--- src/rtl/cov_pkg.sv ---
// Shared types and widths for the covariance engine and its divider.
package cov_pkg;
  localparam int Q_W    = 16;  // Q8.8 fixed point
  localparam int PROD_W = 24;
  localparam int ADDR_W = 8;

  typedef enum logic [3:0] {
    IDLE, LD_N, SUM_X, DIV_X, SUM_Y, DIV_Y, ACC_X, ACC_Y, DIV_C, WR_HI, WR_LO, DONE
  } state_t;

  function automatic logic [Q_W-1:0] to_q88(input logic [7:0] b);
    return {b, 8'h00};
  endfunction
endpackage

--- src/rtl/cov_divider.sv ---
// Signed-16 / unsigned-8 floor divider, one quotient bit per cycle on the magnitude.
module cov_divider
  import cov_pkg::*;
(
  input  logic           clk,
  input  logic           srst,
  input  logic           start,
  input  logic [Q_W-1:0] dividend,
  input  logic [7:0]     divisor,
  output logic           done,
  output logic [Q_W-1:0] quotient
);
  logic           busy_q, busy_d;
  logic           done_q, done_d;
  logic           neg_q, neg_d;
  logic [3:0]     cnt_q, cnt_d;
  logic [7:0]     rem_q, rem_d;
  logic [7:0]     dsr_q, dsr_d;
  logic [Q_W-1:0] quo_q, quo_d;
  logic [Q_W-1:0] res_q, res_d;
  logic [8:0]     rem_shift;

  always_comb begin
    busy_d    = busy_q;
    done_d    = 1'b0;
    neg_d     = neg_q;
    cnt_d     = cnt_q;
    rem_d     = rem_q;
    dsr_d     = dsr_q;
    quo_d     = quo_q;
    res_d     = res_q;
    rem_shift = {rem_q, quo_q[Q_W-1]};
    if (busy_q) begin
      if (rem_shift >= {1'b0, dsr_q}) begin
        rem_d = rem_shift[7:0] - dsr_q;
        quo_d = {quo_q[Q_W-2:0], 1'b1};
      end else begin
        rem_d = rem_shift[7:0];
        quo_d = {quo_q[Q_W-2:0], 1'b0};
      end
      cnt_d = cnt_q + 4'd1;
      if (cnt_q == 4'd15) begin
        busy_d = 1'b0;
        done_d = 1'b1;
        // Negative floor: -q when exact, otherwise -q-1 which is ~q.
        res_d  = neg_q ? (~quo_d + Q_W'(~|rem_d)) : quo_d;
      end
    end else if (start) begin
      busy_d = 1'b1;
      cnt_d  = 4'd0;
      rem_d  = 8'd0;
      dsr_d  = divisor;
      neg_d  = dividend[Q_W-1];
      quo_d  = dividend[Q_W-1] ? (~dividend + Q_W'(1)) : dividend;
    end
  end

  always_ff @(posedge clk) begin
    if (srst) begin
      busy_q <= 1'b0;
      done_q <= 1'b0;
      neg_q  <= 1'b0;
      cnt_q  <= '0;
      rem_q  <= '0;
      dsr_q  <= '0;
      quo_q  <= '0;
      res_q  <= '0;
    end else begin
      busy_q <= busy_d;
      done_q <= done_d;
      neg_q  <= neg_d;
      cnt_q  <= cnt_d;
      rem_q  <= rem_d;
      dsr_q  <= dsr_d;
      quo_q  <= quo_d;
      res_q  <= res_d;
    end
  end

  assign done     = done_q;
  assign quotient = res_q;
endmodule

--- src/rtl/cov_engine.sv ---
// Covariance engine: means of X and Y, mean of centred products, result written back to memory.
module cov_engine
  import cov_pkg::*;
(
  input  logic              Clk,
  input  logic              Reset,
  input  logic              Start,
  output logic              Ack,
  output logic [ADDR_W-1:0] mem_addr,
  input  logic [7:0]        mem_rd_data,
  output logic              mem_wr_en,
  output logic [7:0]        mem_wr_data
);
  state_t            state_q, state_d;
  logic              start_prev_q, start_prev_d;
  logic              issued_q, issued_d;
  logic [7:0]        n_q, n_d, idx_q, idx_d;
  logic [Q_W-1:0]    acc_q, acc_d, x_bar_q, x_bar_d, y_bar_q, y_bar_d, result_q, result_d;
  logic [PROD_W-1:0] dx_q, dx_d, centred;
  logic [Q_W-1:0]    term;
  logic [7:0]        unused_prod_lsb;
  logic              div_start, div_done, wr_en;
  logic [Q_W-1:0]    div_quot;

  // The accumulator doubles as the sum register, so it is always the dividend.
  cov_divider u_div (
    .clk      (Clk),
    .srst     (Reset),
    .start    (div_start),
    .dividend (acc_q),
    .divisor  (n_q),
    .done     (div_done),
    .quotient (div_quot)
  );

  assign centred = {8'h00, to_q88(mem_rd_data)} - {8'h00, (state_q == ACC_X) ? x_bar_q : y_bar_q};
  assign {term, unused_prod_lsb} = dx_q * centred;
  assign mem_wr_en = wr_en & ~Reset;

  always_comb begin
    state_d      = state_q;
    start_prev_d = Start;
    issued_d     = issued_q;
    n_d          = n_q;
    idx_d        = idx_q;
    acc_d        = acc_q;
    x_bar_d      = x_bar_q;
    y_bar_d      = y_bar_q;
    result_d     = result_q;
    dx_d         = dx_q;
    div_start    = 1'b0;
    wr_en        = 1'b0;
    mem_addr     = '0;
    mem_wr_data  = '0;
    Ack          = 1'b0;
    case (state_q)
      IDLE: if (start_prev_q && !Start) state_d = LD_N;
      LD_N: begin
        n_d      = mem_rd_data;
        idx_d    = 8'd1;
        acc_d    = '0;
        result_d = '0;
        if (mem_rd_data == 8'd0) state_d = WR_HI;
        else                     state_d = SUM_X;
      end
      SUM_X, SUM_Y: begin
        mem_addr = (state_q == SUM_X) ? idx_q : n_q + idx_q;
        acc_d    = acc_q + to_q88(mem_rd_data);
        if (idx_q != n_q)        idx_d   = idx_q + 8'd1;
        else if (state_q == SUM_X) state_d = DIV_X;
        else                     state_d = DIV_Y;
      end
      DIV_X, DIV_Y, DIV_C: begin
        div_start = !issued_q;
        issued_d  = 1'b1;
        if (div_done) begin
          issued_d = 1'b0;
          acc_d    = '0;
          idx_d    = 8'd1;
          if (state_q == DIV_X) begin
            x_bar_d = div_quot;
            state_d = SUM_Y;
          end else if (state_q == DIV_Y) begin
            y_bar_d = div_quot;
            state_d = ACC_X;
          end else begin
            result_d = div_quot;
            state_d  = WR_HI;
          end
        end
      end
      ACC_X: begin
        mem_addr = idx_q;
        dx_d     = centred;
        state_d  = ACC_Y;
      end
      ACC_Y: begin
        mem_addr = n_q + idx_q;
        acc_d    = acc_q + term;
        if (idx_q == n_q) state_d = DIV_C;
        else begin
          idx_d   = idx_q + 8'd1;
          state_d = ACC_X;
        end
      end
      WR_HI: begin
        mem_addr    = {n_q[6:0], 1'b0} + 8'd1;
        mem_wr_data = result_q[15:8];
        wr_en       = 1'b1;
        state_d     = WR_LO;
      end
      WR_LO: begin
        mem_addr    = {n_q[6:0], 1'b0} + 8'd2;
        mem_wr_data = result_q[7:0];
        wr_en       = 1'b1;
        state_d     = DONE;
      end
      DONE: begin
        Ack = 1'b1;
        if (Start) state_d = IDLE;
      end
      default: state_d = IDLE;
    endcase
  end

  always_ff @(posedge Clk) begin
    if (Reset) begin
      state_q      <= IDLE;
      start_prev_q <= 1'b0;
      issued_q     <= 1'b0;
      n_q          <= '0;
      idx_q        <= '0;
      acc_q        <= '0;
      x_bar_q      <= '0;
      y_bar_q      <= '0;
      result_q     <= '0;
      dx_q         <= '0;
    end else begin
      state_q      <= state_d;
      start_prev_q <= start_prev_d;
      issued_q     <= issued_d;
      n_q          <= n_d;
      idx_q        <= idx_d;
      acc_q        <= acc_d;
      x_bar_q      <= x_bar_d;
      y_bar_q      <= y_bar_d;
      result_q     <= result_d;
      dx_q         <= dx_d;
    end
  end
endmodule
--- config.mk ---
export PLATFORM = sky130hd
export DESIGN_NAME = cov_engine
export DESIGN_NICKNAME = d
export VERILOG_FILES = /design/src/rtl/cov_pkg.sv /design/src/rtl/cov_divider.sv /design/src/rtl/cov_engine.sv
export SDC_FILE = /design/constraint.sdc
export NUM_CORES = 1
export LEC_CHECK = 0
export CORE_ASPECT_RATIO = 1.4
export CORE_MARGIN = 1.5
export CORE_UTILIZATION = 47
export CTS_CLUSTER_SIZE = 20
export DETAILED_ROUTE_END_ITERATION = 7
export PLACE_DENSITY_LB_ADDON = 0.08
export SYNTH_ARGS = -nofsm -noshare
export SYNTH_HDL_FRONTEND = slang
export SYNTH_SLANG_ARGS = --single-unit
--- constraint.sdc ---
create_clock -name Clk -period 9.8 [get_ports Clk]
set_input_delay 2.45 -clock Clk [delete_from_list [all_inputs] [get_ports Clk]]
set_output_delay 2.45 -clock Clk [all_outputs]
set_load 0.05 [all_outputs]
==> results.yml <==
cts:
  clk_pin_slew_ns: 0.06
  clock_path_buffers: 2
  root_buffer: "clkbuf_16"
  htree_num_levels: 4
  cts_tree: "yes"
  numCtsBuffers: 17
  cts.sinks: 158
  hold_buffers: 0
  clk_latency_ns: 0.45
yosys:
  synthAdderAreaFrac: 0.324
  synth_xor_area_frac: 0.0629
  synth.area.mux_share: 0.0201
  synth_compound_area_frac: 0.121
  yosys_register_bits: 158
  yosys-top-cells-area: "fa_1, dfxtp_1, ha_1"
  yosys_warnings: 0
  synth_cells: 2085
  avgSynthCellArea_um2: 8.14
  synth_top_family_by_area: "adder cells"
  yosys.area_share.simple: 0.196
  async_reset_ff_frac: 0
  synth-main-ff-cell: "dfxtp_1"
  synth.net_count: 2416
  synth.cell_area_um2: 17000
  synth_edf_count: 0
  yosysUniqueCellTypes: 74
  yosys.area.top_type_share: 0.235
  synth-seq-area-share: 0.186
  synth_top_area_cell: "fa_1"
floorplan:
  initial_utilization: 0.476
  io_pins: 29
  die_h_um: 228
  row_count: 82
  die_w_um: 164
  die_area_um2: 37300
  coreArea_um2: 35700
place:
  place_inst: 2587
  dpl-instance-area_um2: 18300
  gp_congestion: 0.883
  port_buffers: 28
  dp_hpwl_mm: 37.1
  pre_cts_ws_ns: -0.946
setup_path:
  path_max_fanout: 4
  cpMostUsedCell: "fa_1"
  required_ns: 10.16
  slowest_delay_ns: 0.53
  worstSetupPathType: "in2reg"
  crit_slowest_cell: "fa_1"
  reg2reg_from: "state_q[0]"
  worstSetupStartpointType: "primary input"
  r2r.worst_path.cells: 39
  endpoint_kind: "flop"
  cp.arrival_ns: 9.96
  r2r_end: "acc_q[15]"
  rrSetupSlack_ns: 0.64
  crit_start: "mem_rd_data[0]"
route:
  ant_nets: 0
  first_iter_violations: 783
  vias_per_cell: 5.35
  post_drt_wl_per_cell_um: 18.0
  via_count: 14100
  wl_mm: 47.5
  dr.pass1.iters: 5
  drc: 0
layout:
  finalNonFillerCells: 2631
  area_delta_synth_final_pct: 13.9
  drive_gt1_frac: 0.104
  fillCellCount: 3485
  fin_area_um2: 19300
  antenna_cells: 0
  fin_nets: 2487
grt:
  grt_max_degree: 96
  grt_overflow: 0
  grt_pass1_vias: 14600
  track_usage: 0.264
  grt_pass1_wl_mm: 76.8
  antenna_found_initial: 0
pwr:
  p_per_area_nw_per_um2: 106
  irDropWorstVdd_v: 0.000173
  p_leak_uw: 0.00860
min_path:
  hold_depth: 2
  whs_endpoint: "y_bar_q[12]"
  hp-class: "reg2reg"
  min_from: "y_bar_q[12]"
timing:
  fin_skew_ns: 0.00924
  slew_headroom: 0.190
  fin_ws_ns: 0.197
  setup_viol: 0
  maxSlewViolCount: 0
  min_period_ns: 9.60
  grt_setup_unrepaired: "true"
  fmax_mhz: 104
  tightest_slew_ns: 1.21
  hold_violations: 0
  fin_crit_sh: 0.980
run_status:
  status: "complete, no violations"
job:
  maxCapViolations: 0
layer usage:
layer  routed length (µm)  global-route usage  vias up
met5                    0                   0        -
met4                 1560              0.0932        0
met3                 1310              0.0291       81
met2                26200               0.499      253
met1                18400               0.299     6929
li1                     -                   -     6826
cell families after synthesis:
group / after synthesis
mux: 32
flops: 158
xor+xnor: 116
buf+inv: 407
simple gates: 722
compound gates: 330
fa+ha+maj: 320
report_power, final:
part           total (µW)  switching, µW  internal, µW  leakage (µW)
Sequential            745           67.8           677       0.00128
Clock                 733            295           438      0.000311
Combinational         567            335           232       0.00701
Total                2050            698          1350       0.00860
layout by cell type, fill, tap and decap left out, types with 27 or more instances in the layout:
cell type	instances
xnor2_1	61
ha_1	110
dfxtp_1	158
and2_1	79
fa_1	198
buf_4	119
o21ai_0	46
nand2_1	334
nor2b_1	29
a211oi_1	27
a21oi_1	126
xor2_1	51
inv_1	301
nor2_1	152
final cells by class:
cell class | instances | area [µm²] | area share
Clock buffer | 18 | 439 | 0.0227
Inverter | 308 | 1160 | 0.0598
Clock inverter | 14 | 203 | 0.0105
Multi-Input combinational cell | 1520 | 12600 | 0.651
Tap cell | 462 | 578 | 0.0299
Sequential cell | 158 | 3160 | 0.163
Timing Repair Buffer | 151 | 1220 | 0.0631
how the worst max path moves through the flow:
| stage | end | slack, ns | cells after the start |
|---|---|---|---|
| after detailed placement | acc_q[15] | -0.95 | 34 |
| final | acc_q[15] | 0.20 | 36 |
| after global routing | acc_q[15] | -0.08 | 36 |
| after floorplan | acc_q[15] | 0.007 | 34 |
| after global placement | acc_q[13] | -0.81 | 34 |
| after CTS | acc_q[15] | 0.006 | 33 |
metrics by stage:
stage,hold WS [ns],total power [µW],util,setup TNS (ns)
floorplan,0.436,1110,-,0
global placement,0.442,1290,0.514,-4.39
detailed placement,0.448,1300,0.514,-5.20
CTS,0.457,2040,0.533,0
global route,0.485,2150,0.542,-0.0818
finish,0.456,2050,0.542,0
state kept, by name, summed over array words and instances, names as in the netlist, 4 cells and up:
register / count
x_bar_q: 16
y_bar_q: 16
idx_q: 8
acc_q: 16
state_q: 4
u_div.quo_q: 16
dx_q: 17
u_div.rem_q: 8
result_q: 16
n_q: 8
u_div.quotient: 16
u_div.dsr_q: 8
u_div.cnt_q: 4
synthesized netlist by cell type, drive strengths merged, types with 8 or more instances:
cell type  instances
o21bai             8
clkbuf            86
inv              307
xnor2             61
xor2              52
nor4              12
dfxtp            158
nand2            334
buf               13
nand3              9
a21oi            133
or4                9
o31ai              8
mux2i             25
nand4             17
ha               121
a22o               9
a211oi            27
nor2             155
nor2b             30
nand2b            18
or3                9
or2                8
a31oi             11
and2              81
a22oi             24
fa               199
nor3              19
a21o              14
o21ai             57
and3               9
critical path, delay by kind of cell:
kind,cells,cell delay [ns]
adders and majority gates,9,3.75
AOI/OAI and AO/OA,13,2.12
and+or+nand+nor,8,0.98
xor gates and xnor gates,2,0.38
buffers and inverters,4,0.28
timing repair:
| item | in CTS | in global routing |
|---|---|---|
| setup buffers | 2 | 10 |
| gates resized for setup | 19 | 53 |
| setup endpoints to repair | 6 | 6 |
| pin swaps | 12 | 63 |
| cloned | 0 | 0 |
(Power assumes the default switching activity.)
